File: config.mk
export PLATFORM = sky130hd
export DESIGN_NAME = demux4s_buf
export DESIGN_NICKNAME = d
export VERILOG_FILES = /design/src/rtl/demux4s_buf.sv
export SDC_FILE = /design/constraint.sdc
export NUM_CORES = 1
export LEC_CHECK = 0
export BUFFER_PORTS_ARGS = -buffer_cell sky130_fd_sc_hd__buf_4
export CORE_MARGIN = 2
export CORE_UTILIZATION = 25
export CTS_CLUSTER_DIAMETER = 50
export DETAILED_ROUTE_END_ITERATION = 10
export GPL_ROUTABILITY_DRIVEN = 0
export HOLD_SLACK_MARGIN = 0.06
export PLACE_DENSITY = 0.52
export SETUP_SLACK_MARGIN = 0.4
export SLEW_MARGIN = 20
export SYNTH_ARGS = -nofsm -noshare
export SYNTH_HDL_FRONTEND = slang
export SYNTH_SLANG_ARGS = --single-unit
File: constraint.sdc
create_clock -name clk -period 1.8 [get_ports clk]
set_input_delay 0 -clock clk [delete_from_list [all_inputs] [get_ports clk]]
set_output_delay 0 -clock clk [all_outputs]
set_load 0.005 [all_outputs]
File: src/rtl/demux4s_buf.sv
// 1-to-4 demultiplexer. Each output channel has a one-word holding register and its own valid/ready handshake.
// Optional per-channel drain counters (c0..c3) are built when DEMUX4S_CNT_EN is defined.
module demux4s_buf #(
    parameter int w = 8
) (
    input  logic         clk,
    input  logic         rst,
    input  logic [1:0]   s,
    input  logic [w-1:0] d,
    input  logic         in_valid,
    output logic         in_ready,
    output logic [w-1:0] o0,
    output logic [w-1:0] o1,
    output logic [w-1:0] o2,
    output logic [w-1:0] o3,
    output logic         v0,
    output logic         v1,
    output logic         v2,
    output logic         v3,
    input  logic         r0,
    input  logic         r1,
    input  logic         r2,
    input  logic         r3,
    output logic         busy
`ifdef DEMUX4S_CNT_EN
    ,
    output logic [15:0]  c0,
    output logic [15:0]  c1,
    output logic [15:0]  c2,
    output logic [15:0]  c3
`endif
);

    logic [3:0]   full;
    logic [3:0]   rv;
    logic [3:0]   drain;
    logic [3:0]   acc_vec;
    logic         acc;
    logic [w-1:0] hold [4];

    assign rv    = {r3, r2, r1, r0};
    assign drain = full & rv;

    // Only the selected channel gates the input: a draining full channel can
    // take a new word in the same cycle, giving one word per cycle per channel.
    assign in_ready = ~full[s] | rv[s];
    assign acc      = in_valid & in_ready;
    assign acc_vec  = acc ? (4'b0001 << s) : 4'b0000;

    always_ff @(posedge clk or posedge rst) begin
        if (rst) begin
            full <= 4'b0000;
            for (int k = 0; k < 4; k++) begin
                hold[k] <= '0;
            end
        end else begin
            full <= (full & ~drain) | acc_vec;
            if (acc) begin
                hold[s] <= d;
            end
        end
    end

    assign o0 = hold[0];
    assign o1 = hold[1];
    assign o2 = hold[2];
    assign o3 = hold[3];

    assign v0 = full[0];
    assign v1 = full[1];
    assign v2 = full[2];
    assign v3 = full[3];

    assign busy = |full;

`ifdef DEMUX4S_CNT_EN
    logic [15:0] cnt [4];

    // Free-running drain counters, wrapping naturally at 16 bits.
    always_ff @(posedge clk or posedge rst) begin
        if (rst) begin
            for (int k = 0; k < 4; k++) begin
                cnt[k] <= 16'd0;
            end
        end else begin
            for (int k = 0; k < 4; k++) begin
                if (drain[k]) begin
                    cnt[k] <= cnt[k] + 16'd1;
                end
            end
        end
    end

    assign c0 = cnt[0];
    assign c1 = cnt[1];
    assign c2 = cnt[2];
    assign c3 = cnt[3];
`endif

endmodule
==> flow_metrics.env, run 1 <==
export IMPL_cts_made_buffers=5
export IMPL_share_clk_of_total_power=0.242
export IMPL_postPlaceCellArea_um2=1960
export IMPL_critical_path_buf_inv_count=1
export IMPL_clock_latency_ns=0.28
export IMPL_worstHoldPathType="in2reg"
export IMPL_total_switching_power_uw=548
export IMPL_worst_supply_voltage_drop_on_vdd_uv=530
export IMPL_synth_top_area_cell="dfrtp_1"
export IMPL_netlist_area_um2=1470
export IMPL_die_area_um2=6500
export IMPL_drt_first_pass_iters=4
export IMPL_synth_ff_latch_count=36
export IMPL_reg2reg_to="o1[0]"
export IMPL_io_buffers=54
export IMPL_count_of_vias_placed_by_the_detailed_router=1029
export IMPL_post_synth_main_area_contributors="dfrtp_1, mux2_2, mux2_4"
export IMPL_first_pass_grt_wire_length_mm=5.82
export IMPL_power_switching_share=0.250
export IMPL_final_setup_skew_ns=0.00876
export IMPL_postSynthCellCount=90
export IMPL_slew_limit_headroom=0.697
export IMPL_pwr_share_seq=0.484
export IMPL_filler_cell_count=530
export IMPL_wirelength_mm=3.60
export IMPL_highest_cell_delay_on_the_worst_timing_path_ns=0.49
export IMPL_hold_viol_final=0
export IMPL_worstPathRequired_ns=1.80
export IMPL_setup_total_negative_slack_ns=0
export IMPL_grt_antenna_before_repair=0
export IMPL_end_kind="primary output"
export IMPL_layout_common_cells="buf_4, dfrtp_1, mux2_2"
export IMPL_layout_drive_gt1_share=0.626
export IMPL_critical_path_top_delay_family="multiplexers"
export IMPL_static_leakage_power_nw=1.08
export IMPL_synth_edff_count=0
export IMPL_path_class="reg2out"
export IMPL_global_route_overflow_total=0
export IMPL_p_int_mw=1.65
export IMPL_clock_root_buffer="clkbuf_8"
export IMPL_timing_critical_path_fanout_max=3
export IMPL_cts_sink_count=36
export IMPL_footprint_of_the_multi_input_gates_um2=573
export IMPL_chipHeight_um=80.6
export IMPL_sequential_cell_area_fraction_in_the_yosys_report=0.614
export IMPL_crit_path_start_kind="flop"
export IMPL_area_growth_syn_to_layout_pct=55.3
export IMPL_endpoint="in_ready"
export IMPL_max_cap_viol_count=0
export IMPL_timing_final_max_slew_violations=0
export IMPL_final_cell_area_um2=2280
export IMPL_grt_pass1_vias=1106
export IMPL_cts_tree="done"
export IMPL_outcome="finished, final reports clean"
export IMPL_worst_r2r_cell_count=4
export IMPL_crit_path_cell_trace="nand2b_1 > mux4_2 > buf_6"
export IMPL_rsz0062_at_grt="true"
export IMPL_period_share=0.778
export IMPL_drt_drc_violations_left=0
export IMPL_path_depth=3
export IMPL_r2r_start="full[1]"
export IMPL_p_total_mw=2.20
export IMPL_final_critical_delay_including_setup_and_external_delays_ns=1.40
export IMPL_seq_area_um2=901
export IMPL_mappedNetlistNets=107
export IMPL_cts_htree_levels=2
export IMPL_synth_async_reset_ratio=1.00
export IMPL_core_region_area_um2=5570
export IMPL_clock_tree_buffer_depth=2
export IMPL_tightestPinTransition_ns=0.455
export IMPL_synth_cell_types=18
export IMPL_drt_first_iter_violations=22
export IMPL_grt_start_max_net_pins=37
export IMPL_worst_hold_slack_ns=0.128
export IMPL_reg2reg_setup_slack_ns=0.41
export IMPL_synthFlopType="dfrtp_1"
export IMPL_power_share_combinational=0.274
export IMPL_grt_usage=0.123
export IMPL_floorplan_rows=27
export IMPL_diodes=0
export IMPL_final_antenna_net_count=0
export IMPL_synth_yosys_warnings=0
export IMPL_clock_pin_slew_on_the_worst_setup_and_hold_paths_ns=0.07
export IMPL_via_per_inst=4.23
export IMPL_chipWidth_um=80.6
export IMPL_effective_utilization_at_floorplan=0.263
export IMPL_synth_top_cell_area_share=0.614
export IMPL_nNetsFinal=188
export IMPL_routed_wire_length_per_instance_um=14.8
export IMPL_critical_path_startpoint="full[0]"
export IMPL_finish_utilization=0.409
export IMPL_final_common_cell="buf_4"
export IMPL_pin_count=55
export IMPL_power_per_cell_area_nw_per_um2=964
export IMPL_timing_critical_path_arrival_ns=1.40
export IMPL_setup_violations_final=0
export IMPL_clock_fmax_mhz=714
export IMPL_dp_hpwl_mm=2.35
export IMPL_post_synth_cell_area_avg_um2=16.3
export IMPL_crit_path_max_delay_cell_type="mux4_2"
[power by group through the flow]
stage / clock network [mW] / registers [mW] / logic (mW)
2_1_floorplan: 0 / 1.07 / 0.211
3_3_place_gp: 0 / 1.08 / 0.543
3_5_place_dp: 0 / 1.08 / 0.551
4_1_cts: 0.555 / 1.07 / 0.588
5_1_grt: 0.611 / 1.09 / 0.657
6_report: 0.532 / 1.06 / 0.602
[cell usage after synthesis (2+ instances only)]
master    number
nand2b_1       3
buf_2          2
mux2_2        24
mux2_4         8
dfrtp_1       36
nand2_1        5
[kinds of logic after synthesis]
kind of cell / Yosys count / share of synthesized area
AO/OA/AOI/OAI: 1 / 0.00341
flip-flops: 36 / 0.614
multiplexers: 33 / 0.284
buffers and inverters: 4 / 0.0170
AND/OR/NAND/NOR: 16 / 0.0818
[stage by stage]
| step | cells | setup slack, ns |
|---|---|---|
| 2_1_floorplan | 90 | 0.500 |
| 3_3_place_gp | 215 | 0.245 |
| 3_5_place_dp | 215 | 0.239 |
| 4_1_cts | 241 | 0.405 |
| 5_1_grt | 243 | 0.324 |
| 6_report | 243 | 0.400 |
[repair_timing]
item / CTS / global route
buffers inserted: 3 / 2
endpoints found under the setup margin: 15 / 16
hold endpoints to repair: 72 / 0
resized for setup: 3 / 8
pin swaps: 0 / 0
hold buffers: 16 / 0
[registers in the layout, summed over array words and instances (netlist names)]
name	count
full	4
o0	8
o1	8
o2	8
o3	8
[metal layers]
metal | up-vias | global-route usage | wire (um)
met5 | - | 0 | 0
met4 | 0 | 0.0305 | 8
met3 | 2 | 0.0539 | 244
met2 | 37 | 0.206 | 1840
met1 | 515 | 0.143 | 1510
li1 | 475 | - | -
[how the worst min path moves through the flow]
stage	startpoint	endpoint	slack, ns	depth (start not counted)
after global placement	rst	o1[0]	0.13	3
after CTS	s[0]	full[1]	0.07	3
after detailed placement	rst	o1[0]	0.15	3
after global routing	in_valid	full[2]	0.14	4
final	in_valid	full[2]	0.13	4
after floorplan	s[0]	in_ready	0.14	1
[layout make-up]
cell class / instances / share of cell area
sequential: 36 / 0.395
timing repair buffer: 77 / 0.278
clock buffer: 6 / 0.0318
multi-input combinational: 50 / 0.251
clock inverter: 1 / 0.00220
inverter: 1 / 0.00165
tap: 72 / 0.0395
[worst register-to-register path: cells and delay by family, from the launching register on]
kind	cells	cell delay, ns
AND/OR/NAND/NOR	2	0.39
multiplexers	1	0.32
buffers and inverters	1	0.17
flip-flops	1	0.40
No activity file was read; power rests on OpenSTA's default activity.
==> run 2, diff against run 1 <==
--- a/config.mk
+++ b/config.mk
@@ -5,6 +5,7 @@
 export SDC_FILE = /design/constraint.sdc
 export NUM_CORES = 1
 export LEC_CHECK = 0
+export ABC_AREA = 1
 export BUFFER_PORTS_ARGS = -buffer_cell sky130_fd_sc_hd__buf_4
 export CORE_MARGIN = 2
 export CORE_UTILIZATION = 25
@@ -12,7 +13,7 @@
 export DETAILED_ROUTE_END_ITERATION = 10
 export GPL_ROUTABILITY_DRIVEN = 0
 export HOLD_SLACK_MARGIN = 0.06
-export PLACE_DENSITY = 0.52
+export PLACE_DENSITY = 0.51
 export SETUP_SLACK_MARGIN = 0.4
 export SLEW_MARGIN = 20
 export SYNTH_ARGS = -nofsm -noshare
==> constraint.sdc (replaced) <==
create_clock -name clk -period 1.43 [get_ports clk]
set_input_delay 0 -clock clk [delete_from_list [all_inputs] [get_ports clk]]
set_output_delay 0 -clock clk [all_outputs]
set_load 0.005 [all_outputs]
==> flow_metrics.env, run 2 <==
export IMPL_crit_path_start_kind="flop"
export IMPL_synth_compound_area_frac=0.0117
export IMPL_power_per_cell_area_nw_per_um2=1140
export IMPL_timing_final_max_slew_violations=0
export IMPL_crit_path_max_delay_cell_type="dfrtp_1"
export IMPL_highest_cell_delay_on_the_worst_timing_path_ns=0.37
export IMPL_grt_pass1_vias=1546
export IMPL_synth_top_cell_area_share=0.527
export IMPL_synth_cell_types=20
export IMPL_period_share=0.885
export IMPL_synth_yosys_warnings=0
export IMPL_die_area_um2=7510
export IMPL_chipHeight_um=86.7
export IMPL_io_buffers=54
export IMPL_filler_cell_count=699
export IMPL_route_met2_wl_mm=2.49
export IMPL_dp_hpwl_mm=3.21
export IMPL_seq_area_um2=901
export IMPL_synth_xor_area_share=0
export IMPL_sequential_cell_area_fraction_in_the_yosys_report=0.527
export IMPL_hold_viol_final=0
export IMPL_effective_utilization_at_floorplan=0.254
export IMPL_p_total_mw=2.97
export IMPL_drt_drc_violations_left=0
export IMPL_final_setup_skew_ns=0.00302
export IMPL_layout_common_cells="buf_4, nand2_1, dfrtp_1"
export IMPL_diodes=0
export IMPL_setup_violations_final=0
export IMPL_worst_supply_voltage_drop_on_vdd_uv=427
export IMPL_clock_root_buffer="clkbuf_8"
export IMPL_outcome="finished, final reports clean"
export IMPL_slew_limit_headroom=0.673
export IMPL_synth_top_area_cell="dfrtp_1"
export IMPL_pin_count=55
export IMPL_critical_path_top_delay_family="simple AND/OR/NAND/NOR gates"
export IMPL_m1WireLength_mm=2.32
export IMPL_count_of_vias_placed_by_the_detailed_router=1595
export IMPL_wirelength_mm=5.16
export IMPL_grt_antenna_before_repair=0
export IMPL_postSynthCellCount=179
export IMPL_cts_htree_levels=2
export IMPL_post_synth_cell_area_avg_um2=9.54
export IMPL_synthFlopType="dfrtp_1"
export IMPL_grt_start_max_net_pins=39
export IMPL_via_per_inst=4.61
export IMPL_cts_tree="done"
export IMPL_post_synth_main_area_contributors="dfrtp_1, nand2_1, nand4_1"
export IMPL_drt_first_pass_iters=4
export IMPL_path_class="reg2out"
export IMPL_chipWidth_um=86.7
export IMPL_rsz0062_at_grt="true"
export IMPL_worstHoldPathType="in2reg"
export IMPL_netlist_area_um2=1710
export IMPL_max_cap_viol_count=0
export IMPL_area_growth_syn_to_layout_pct=52.5
export IMPL_synth_most_common_cell="nand2_1"
export IMPL_cts_sink_count=36
export IMPL_setup_total_negative_slack_ns=0
export IMPL_end_kind="primary output"
export IMPL_worstPathRequired_ns=1.43
export IMPL_mappedNetlistNets=196
export IMPL_synth_top_family_by_area="simple AND/OR/NAND/NOR gates"
export IMPL_synth_edff_count=0
export IMPL_synthTopCellsByCount="nand2_1, dfrtp_1, nand4_1, inv_1"
export IMPL_floorplan_rows=30
export IMPL_detailroute_wirelength_met3_um=222
export IMPL_clock_pin_slew_on_the_worst_setup_and_hold_paths_ns=0.07
export IMPL_yosys_mux_area_fraction=0
export IMPL_clock_fmax_mhz=790
export IMPL_global_route_overflow_total=0
export IMPL_first_pass_grt_wire_length_mm=8.35
export IMPL_synthSimpleGateAreaFrac=0.386
export IMPL_postPlaceCellArea_um2=2140
export IMPL_timing_critical_path_arrival_ns=1.27
export IMPL_clock_tree_buffer_depth=2
export IMPL_static_leakage_power_nw=1.31
export IMPL_tightestPinTransition_ns=0.490
export IMPL_drt_first_iter_violations=91
export IMPL_critical_path_buf_inv_count=1
export IMPL_synth_ff_latch_count=36
export IMPL_crit_path_cell_trace="nand2_1 > nand2_1 > nand2_2 > nand2_8 > nand2_8 > buf_6"
export IMPL_core_region_area_um2=6720
export IMPL_grt_usage=0.147
export IMPL_routed_wire_length_per_instance_um=14.9
export IMPL_final_antenna_net_count=0
export IMPL_synth_async_reset_ratio=1.00
export IMPL_final_critical_delay_including_setup_and_external_delays_ns=1.27
export IMPL_clock_latency_ns=0.29
export IMPL_final_common_cell="buf_4"
export IMPL_nNetsFinal=282
export IMPL_timing_critical_path_fanout_max=6
export IMPL_synthAdderAreaFrac=0
export IMPL_final_cell_area_um2=2600
export IMPL_cts_made_buffers=5
export IMPL_footprint_of_the_multi_input_gates_um2=820
export IMPL_top_layer_used="met4"
export IMPL_layout_drive_gt1_share=0.429
run 2: cell count changes in the layout (fill, tap and decap cells not counted), moves of 5 or more:
cell / change
mux2_2: -18
nand4_1: +33
nand2_2: +15
nand3_4: +5
nand2_1: +55
buf_4: +6
mux2_4: -14
run 2: kinds of logic (layout without fill, tap and decap cells):
group / count (synthesis) / after routing
simple gates: 122 / 129
flops: 36 / 36
buf+inv: 17 / 97
compound gates: 4 / 4
run 2: cell type report:
type / count / share of cell area
Multi-Input combinational cell: 133 / 0.315
Timing Repair Buffer: 81 / 0.250
Sequential cell: 36 / 0.346
Tap cell: 80 / 0.0384
Inverter: 8 / 0.0144
Clock inverter: 1 / 0.00288
Clock buffer: 7 / 0.0332
run 2: timing repair:
| action | 4_1_cts | 5_1_grt |
|---|---|---|
| resized for setup | 15 | 13 |
| setup endpoints to repair | 38 | 38 |
| buffers inserted | 8 | 3 |
| hold buffers | 13 | 0 |
| gates cloned | 5 | 2 |
| hold endpoints to repair | 72 | 0 |
| pin swaps | 3 | 11 |
run 2: routing by layer:
layer / up-vias / track usage
li1: 790 / -
met2: 36 / 0.223
met3: 10 / 0.0362
met5: - / 0
met4: 0 / 0.0568
met1: 759 / 0.203
run 2: worst paths after layout:
kind | start | end | slack (ns) | cells past startpoint
min reg2reg | o3[2] | o3[2] | 0.47 | 2
min in group asynchronous | rst | o3[3] | 0.38 | 4
max reg2reg | full[1] | o0[6] | 0.17 | 8
max in group asynchronous | rst | full[0] | 0.73 | 4
max | full[1] | in_ready | 0.16 | 6
min | s[1] | o1[4] | 0.21 | 4
run 2: worst register-to-register path, delay by kind of cell, from the launching register on:
kind             cells  cell delay (ns)
and+or+nand+nor      8             0.76
DFF                  1             0.40
run 2: power by group:
group / switching, mW / total [mW] / internal (mW)
sequential: 0.126 / 1.34 / 1.21
combinational: 0.411 / 0.872 / 0.461
clock: 0.367 / 0.758 / 0.391
total: 0.903 / 2.97 / 2.06
run 2: through the flow:
step                       util  hold WS, ns  instances  setup WS, ns
after detailed placement  0.319        0.151        307        0.0823
final                     0.388        0.206        346         0.165
after global routing      0.388        0.221        346        0.0620
after global placement    0.319        0.147        307        0.0848
after floorplan               -       0.0806        179         0.328
after CTS                 0.376        0.180        341         0.195
==> run 3, diff against run 2 <==
--- a/config.mk
+++ b/config.mk
@@ -8,13 +8,13 @@
 export ABC_AREA = 1
 export BUFFER_PORTS_ARGS = -buffer_cell sky130_fd_sc_hd__buf_4
 export CORE_MARGIN = 2
-export CORE_UTILIZATION = 25
+export CORE_UTILIZATION = 50
 export CTS_CLUSTER_DIAMETER = 50
 export DETAILED_ROUTE_END_ITERATION = 10
 export GPL_ROUTABILITY_DRIVEN = 0
 export HOLD_SLACK_MARGIN = 0.06
-export PLACE_DENSITY = 0.51
-export SETUP_SLACK_MARGIN = 0.4
+export PLACE_DENSITY = 0.85
+export SETUP_SLACK_MARGIN = 0.5
 export SLEW_MARGIN = 20
 export SYNTH_ARGS = -nofsm -noshare
 export SYNTH_HDL_FRONTEND = slang
==> flow_metrics.env, run 3 (synthesis results as in run 2) <==
export IMPL_outcome="finished, final reports clean"
export IMPL_power_per_cell_area_nw_per_um2=1130
export IMPL_setup_total_negative_slack_ns=0
export IMPL_drt_drc_violations_left=0
export IMPL_worstHoldPathType="in2reg"
export IMPL_worstPathRequired_ns=1.70
export IMPL_layout_drive_gt1_share=0.388
export IMPL_count_of_vias_placed_by_the_detailed_router=1706
export IMPL_slew_limit_headroom=0.683
export IMPL_final_cell_area_um2=2450
export IMPL_end_kind="flop"
export IMPL_critical_path_buf_inv_count=0
export IMPL_hold_viol_final=0
export IMPL_footprint_of_the_multi_input_gates_um2=744
export IMPL_postPlaceCellArea_um2=2090
export IMPL_highest_cell_delay_on_the_worst_timing_path_ns=0.40
export IMPL_place_ws_ns=0.104
export IMPL_cts_sink_count=36
export IMPL_routed_wire_length_per_instance_um=16.7
export IMPL_drt_first_pass_iters=4
export IMPL_grt_pass1_vias=1638
export IMPL_cts_htree_levels=2
export IMPL_cts_made_buffers=5
export IMPL_placed_cells=271
export IMPL_rsz0062_at_grt="true"
export IMPL_floorplan_rows=21
export IMPL_first_pass_grt_wire_length_mm=7.90
export IMPL_io_buffers=54
export IMPL_chipWidth_um=62.4
export IMPL_chipHeight_um=62.4
export IMPL_diodes=0
export IMPL_grt_start_max_net_pins=38
export IMPL_critical_path_startpoint="full[3]"
export IMPL_met1_track_utilization_from_global_routing=0.333
export IMPL_tightestPinTransition_ns=0.475
export IMPL_busiest_layer="met2"
export IMPL_seq_area_um2=901
export IMPL_timing_critical_path_mode_cell="nand2_1"
export IMPL_r2r_start="full[3]"
export IMPL_setup_violations_final=0
export IMPL_clock_pin_slew_on_the_worst_setup_and_hold_paths_ns=0.10
export IMPL_reg2reg_setup_slack_ns=0.12
export IMPL_critical_path_top_delay_family="simple AND/OR/NAND/NOR gates"
export IMPL_max_cap_viol_count=0
export IMPL_path_class="reg2reg"
export IMPL_setup_slack_ns=0.121
export IMPL_timing_final_max_slew_violations=0
export IMPL_layout_common_cells="nand2_1, buf_4, dfrtp_1"
export IMPL_crit_path_start_kind="flop"
export IMPL_die_area_um2=3900
export IMPL_pin_count=55
export IMPL_hold_path_end="o0[6]"
export IMPL_crit_path_max_delay_cell_type="dfrtp_1"
export IMPL_final_critical_delay_including_setup_and_external_delays_ns=1.31
export IMPL_non_filler_cells_final=309
export IMPL_grt_usage=0.264
export IMPL_core_region_area_um2=3310
export IMPL_final_antenna_net_count=0
export IMPL_drt_first_iter_violations=185
export IMPL_hold_depth=4
export IMPL_final_setup_skew_ns=0.00767
export IMPL_period_share=0.915
export IMPL_timing_critical_path_fanout_max=18
export IMPL_static_leakage_power_nw=1.29
export IMPL_global_route_usage_met3=0.0775
export IMPL_wirelength_mm=5.16
export IMPL_clock_latency_ns=0.34
export IMPL_effective_utilization_at_floorplan=0.516
export IMPL_clock_root_buffer="clkbuf_4"
export IMPL_clock_tree_buffer_depth=2
export IMPL_area_growth_syn_to_layout_pct=43.6
export IMPL_final_common_cell="nand2_1"
export IMPL_dp_hpwl_mm=2.88
export IMPL_globalRouteMet2Util=0.429
export IMPL_via_per_inst=5.52
export IMPL_cts_tree="done"
export IMPL_timing_critical_path_arrival_ns=1.58
export IMPL_worst_supply_voltage_drop_on_vdd_uv=636
export IMPL_clock_fmax_mhz=764
export IMPL_crit_path_cell_trace="nand2_1 > nand2_1 > nand2_2 > nand2_4 > nand2_4 > nand4_1 > nand2_1"
export IMPL_worst_r2r_cell_count=7
export IMPL_grt_antenna_before_repair=0
export IMPL_global_route_overflow_total=0
export IMPL_worst_hold_startpoint="s[1]"
export IMPL_nNetsFinal=279
export IMPL_filler_cell_count=250
export IMPL_reg2reg_to="o2[7]"
export IMPL_p_total_mw=2.78
[run 3: power breakdown]
| group | switching [mW] | internal, mW |
|---|---|---|
| registers | 0.120 | 1.21 |
| logic | 0.426 | 0.466 |
| clock network | 0.312 | 0.243 |
[run 3: worst max-delay path by stage]
stage / to / slack (ns) / depth (start not counted)
final: o2[7] / 0.12 / 7
after floorplan: o2[5] / 0.33 / 8
after global placement: o0[0] / 0.14 / 8
after detailed placement: o1[1] / 0.10 / 8
after CTS: in_ready / 0.17 / 6
after global routing: in_ready / 0.04 / 6
[run 3: per-stage QoR]
step                 util  hold WS (ns)
finish              0.741        0.0817
global route        0.741        0.0497
CTS                 0.717        0.0705
detailed placement  0.630         0.130
global placement    0.630         0.126
floorplan               -        0.0806
[run 3: what timing repair did]
| item | in CTS | in global routing |
|---|---|---|
| hold buffers | 13 | 0 |
| hold endpoints to repair | 72 | 0 |
| gates resized for setup | 7 | 8 |
| cloned | 3 | 1 |
| pin swaps | 4 | 3 |
| setup buffers | 7 | 6 |
| setup endpoints to repair | 38 | 47 |
[run 3: cell type report]
cell class / count / area share
Multi-Input combinational cell: 130 / 0.304
Inverter: 8 / 0.0143
Clock buffer: 8 / 0.0240
Timing Repair Buffer: 81 / 0.267
Tap cell: 46 / 0.0235
Sequential cell: 36 / 0.367
[run 3: worst register-to-register path: stages, from the launching register on]
cell and delay, ns:
dfrtp_1 0.40, nand2_1 0.08, nand2_1 0.07, nand2_2 0.08, nand2_4 0.10, nand2_4 0.21, nand4_1 0.17, nand2_1 0.13
[run 3: routing by layer]
metal / wire, um / vias up / share of wire
li1: - / 780 / -
met1: 1920 / 797 / 0.37
met2: 2580 / 105 / 0.50
met3: 483 / 24 / 0.094
met4: 179 / 0 / 0.035
met5: 0 / - / 0
